### config.mk
export PLATFORM = sky130hd
export DESIGN_NAME = pg_sequencer
export DESIGN_NICKNAME = d
export VERILOG_FILES = /design/src/rtl/pg_sequencer.sv
export SDC_FILE = /design/constraint.sdc
export NUM_CORES = 1
export LEC_CHECK = 0
export ABC_CLOCK_PERIOD_IN_PS = 2380
export BUFFER_PORTS_ARGS = -buffer_cell sky130_fd_sc_hd__buf_2
export CORE_MARGIN = 8
export CORE_UTILIZATION = 55
export CTS_CLUSTER_DIAMETER = 40
export DETAILED_ROUTE_END_ITERATION = 8
export GPL_TIMING_DRIVEN = 0
export PLACE_DENSITY = 0.87
export SYNTH_ARGS = -nofsm -noshare
export SYNTH_HDL_FRONTEND = slang
export SYNTH_SLANG_ARGS = --single-unit
### constraint.sdc
create_clock -name clk -period 2.38 [get_ports clk]
set_input_delay 0.357 -clock clk [delete_from_list [all_inputs] [get_ports clk]]
set_output_delay 0.357 -clock clk [all_outputs]
set_load 0.03 [all_outputs]
### src/rtl/pg_sequencer.sv
// pg_sequencer: power-gating sequencer that isolates, saves, switches off and restores the core domain
module pg_sequencer #(
    parameter int IDLE_THRESH = 10,
    parameter int ISO_SETUP   = 2,
    parameter int WAKE_SETTLE = 4,
    parameter int ACK_TIMEOUT = 16
) (
    input  logic       clk,
    input  logic       reset,
    input  logic [5:0] opcode,
    input  logic       wake_req,
    input  logic       force_on,
    input  logic       sw_ack,
    output logic       sw_off,
    output logic       iso_enable,
    output logic       ret_save,
    output logic       ret_restore,
    output logic       cpu_stall,
    output logic       pd_on,
    output logic       err_timeout,
    output logic [2:0] state
);
    typedef enum logic [2:0] {ON, ISO, SAVE, PWR_DN, OFF, PWR_UP, SETTLE, RESTORE} state_t;
    localparam logic [5:0] NOP = 6'b001000;
    state_t cur, nxt;
    logic [4:0] idle_cnt;
    logic [7:0] timer;
    logic err_set;
    always_comb begin
        nxt = cur;
        err_set = 1'b0;
        case (cur)
            ON:      if (idle_cnt == 5'(IDLE_THRESH) && !force_on && !wake_req) nxt = ISO;
            ISO:     if (timer == 8'(ISO_SETUP - 1)) nxt = SAVE;
            SAVE:    nxt = PWR_DN;
            PWR_DN:  if (!sw_ack) nxt = OFF;
                     else if (timer == 8'(ACK_TIMEOUT - 1)) begin
                         nxt = PWR_UP;
                         err_set = 1'b1;
                     end
            OFF:     if (wake_req || force_on) nxt = PWR_UP;
            // the switch chain may still come up late, so a timeout only flags
            PWR_UP:  if (sw_ack) nxt = SETTLE;
                     else if (timer == 8'(ACK_TIMEOUT - 1)) err_set = 1'b1;
            SETTLE:  if (timer == 8'(WAKE_SETTLE - 1)) nxt = RESTORE;
            RESTORE: nxt = ON;
            default: nxt = ON;
        endcase
    end
    always_ff @(posedge clk) begin
        if (reset) begin
            cur <= ON;
            idle_cnt <= '0;
            timer <= '0;
            err_timeout <= 1'b0;
        end else begin
            cur <= nxt;
            timer <= (nxt != cur) ? 8'd0 : timer + 8'd1;
            err_timeout <= err_timeout | err_set;
            idle_cnt <= (cur != ON || opcode != NOP) ? 5'd0 :
                        (idle_cnt == 5'(IDLE_THRESH)) ? idle_cnt : idle_cnt + 5'd1;
        end
    end
    assign state       = cur;
    assign sw_off      = cur == PWR_DN || cur == OFF;
    assign iso_enable  = cur != ON;
    assign ret_save    = cur == SAVE;
    assign ret_restore = cur == RESTORE;
    assign cpu_stall   = cur != ON;
    assign pd_on       = cur == ON;
endmodule

==> flow_summary_export.csv <==
group,metric,value,unit
outcome,status,"complete, no violations",
placement,io_buffers,20,
placement,gp_congestion,0.795,
sta,timing.final.crit_share,80.5,%
cts,clock_path_buffers,2,
die,initial_core_util,59.5,%
power,finalPower,482,uW
finish,final_cell_area,0.00105,mm2
critical_path,r2r_end,"timer[7]$_SDFF_PP0_",
sta,clock.fmax,522,MHz
finish,fin_cells,147,
sta,tightest_slew,0.419,ns
cts,post-cts-setup-buffers,0,
synth,synthesis.area,907,um2
cts,clk_pin_slew,0.09,ns
routing,dr.first_iter.drc_count,9,
placement,hpwl,1460,um
synth,ys_seq_area_share,37.5,%
routing,drt_pass1_iterations,4,
finish,fillers,128,
sta,tns,0,ns
cts,cts_buffers,3,
sta,rsz0062_at_grt,"no",
cts,cts.sinks,17,
routing,drc,0,
synth,syn_nets,122,
die,num_rows,14,
finish,final_util,69.1,%
synth,avgSynthCellArea,8.48,um2
global_routing,grt_pass1_wl,3500,um
critical_path,reg2reg_from,"timer[4]$_SDFF_PP0_",
die,die_y,56.6,um
cts,post_cts_resized,0,
critical_path,r2r_setup_slack,0.65,ns
routing,wl_per_cell,13.3,um
cts,cts.htree.levels,1,
synth,synth_warnings,0,
synth,yosysTopAreaCell,"dfxtp_1",
synth,ys_ff_latch,17,
critical_path,cp-startpoint,"state[2]$_SDFF_PP0_",
critical_path,worst-r2r-cell-count,5,
synth,yosysMostFrequentCell,"nor2_1",
critical_path,path_class,"flop to output pin",
die,io_pins,21,
synth,yosys-top-cells-count,"20 x nor2_1, 17 x dfxtp_1, 9 x nand2_1",
synth,syn_inst,107,
sta,hold_violations,0,
cts,insertion_delay,0.29,ns
global_routing,grt_max_degree,11,
cts,root_buffer,"clkbuf_4",
worst_hold_path,hp-class,"input port to flop",
critical_path,endpoint,"sw_off",
global_routing,antenna_found_initial,0,
routing,postRouteWirelength,1960,um
global_routing,grt_overflow,0,
placement,dpl_cell_area,0.00103,mm2
finish,nets,147,
routing,vias_per_cell,5.59,
critical_path,worstPathMaxFanout,10,
finish,syn2layout_area_growth,16.1,%
cts,ctsHoldBuffers,0,
cts,cts_tree,"done",
synth,synth_ff_type,"dfxtp_1",
sta,skew,0.00315,ns
routing,antenna_left,0,
critical_path,crit_required,2.02,ns
die,core,0.00152,mm2
synth,synth_area_leaders,"dfxtp_1 38%, nor2_1 8.3%, xnor2_1 5.8%, ha_1 5.5%, xor2_1 3.9%",
placement,dp.cells,143,
sta,slew_headroom,72.1,%
finish,drive_gt1_share,22.9,%
power,leakage,0.466,nW
power,ir_worst_vdd,0.387,mV
routing,vias,821,
die,die_w,56.6,um
synth,yosysTopAreaCellShare,37.5,%
synth,synth-edff-count,0,
sta,setup_violations,0,
critical_path,cp-end-kind,"output pin",
critical_path,arrival,1.56,ns
synth,async_reset_ff_share,0,%
die,die-area,0.00320,mm2
global_routing,grt_usage,12.9,%
flow_run,drv_cap,0,
finish,antennaDiodeCount,0,
global_routing,first_global_vias,832,
power,power_density,457,mW/mm2
synth,synth_cell_types,35,
critical_path,startpoint_type,"flop",
sta,final-max-slew-violation-count,0,
sta,period_needed,1.92,ns
[worst min path at each step]
stage	start	to	slack, ns	cells past startpoint
2_1_floorplan	reset	state[1]$_SDFF_PP0_	0.43	1
3_3_place_gp	timer[0]$_SDFF_PP0_	timer[0]$_SDFF_PP0_	0.44	1
3_5_place_dp	err_timeout$_SDFF_PP0_	err_timeout$_SDFF_PP0_	0.46	2
4_1_cts	reset	state[1]$_SDFF_PP0_	0.30	2
5_1_grt	reset	err_timeout$_SDFF_PP0_	0.33	2
6_report	reset	state[1]$_SDFF_PP0_	0.32	2
[report_power, final]
part           internal (mW)  switching (mW)  leakage [nW]
clock network         0.0651          0.0896        0.0150
logic                 0.0171          0.0163         0.313
registers              0.289         0.00423         0.138
total                  0.371           0.110         0.466
[layout make-up]
type	instances	area [um2]	area share, %
buffer	4	23.8	2.26
clock buffer	4	26.3	2.49
inverter	4	15.0	1.43
multi-input combinational	82	528	50.1
sequential	17	340	32.3
tap	16	20.0	1.90
timing repair buffer	20	100	9.50
[worst max-delay path, stage by stage (launching register included)]
cell      delay (ns)
dfxtp_1         0.44
clkbuf_1        0.38
nor2_1          0.12
a21o_1          0.16
buf_2           0.17
[cells by family after synthesis]
kind of cell               Yosys count  share of synthesized area (%)
adders and majority gates            4                           5.52
xor gates and xnor gates            10                           9.65
DFF                                 17                           37.5
and+or+nand+nor                     52                           29.2
AOI/OAI and AO/OA                   16                           13.8
buffers and inverters                8                           4.27
[flip-flops by register name (all words and copies together), names as in the netlist]
| signal | count |
|---|---|
| err_timeout | 1 |
| idle_cnt | 5 |
| state | 3 |
| timer | 8 |
[through the flow]
| stage | setup slack (ns) | hold WS (ns) |
|---|---|---|
| 2_1_floorplan | 0.0547 | 0.426 |
| 3_3_place_gp | 0.744 | 0.442 |
| 3_5_place_dp | 0.712 | 0.457 |
| 4_1_cts | 0.482 | 0.303 |
| 5_1_grt | 0.339 | 0.333 |
| 6_report | 0.464 | 0.317 |
[routing by layer]
layer | track usage (%) | part of all wire, % | up-vias
met1 | 13.8 | 43 | 375
met3 | 5.17 | 8.9 | 5
met5 | 0 | 0 | -
met4 | 5.84 | 1.4 | 0
li1 | - | - | 420
met2 | 21.6 | 46 | 21
[placed cells by master (no fill, tap or decap), types with 2 or more instances in the layout]
master	netlist	layout
buf_2	1	21
buf_4	2	2
dfxtp_1	17	17
ha_1	4	4
clkbuf_4	0	3
and3_1	4	4
clkbuf_1	1	2
nand2b_1	2	2
a21oi_1	3	3
nand2_1	9	9
nor2_1	20	20
xnor2_1	6	6
xor2_1	4	4
nand3_1	4	4
a31oi_1	3	3
nor3_1	3	3
o21ai_0	2	2
inv_1	4	4
Power figures use the tool's default switching activity.
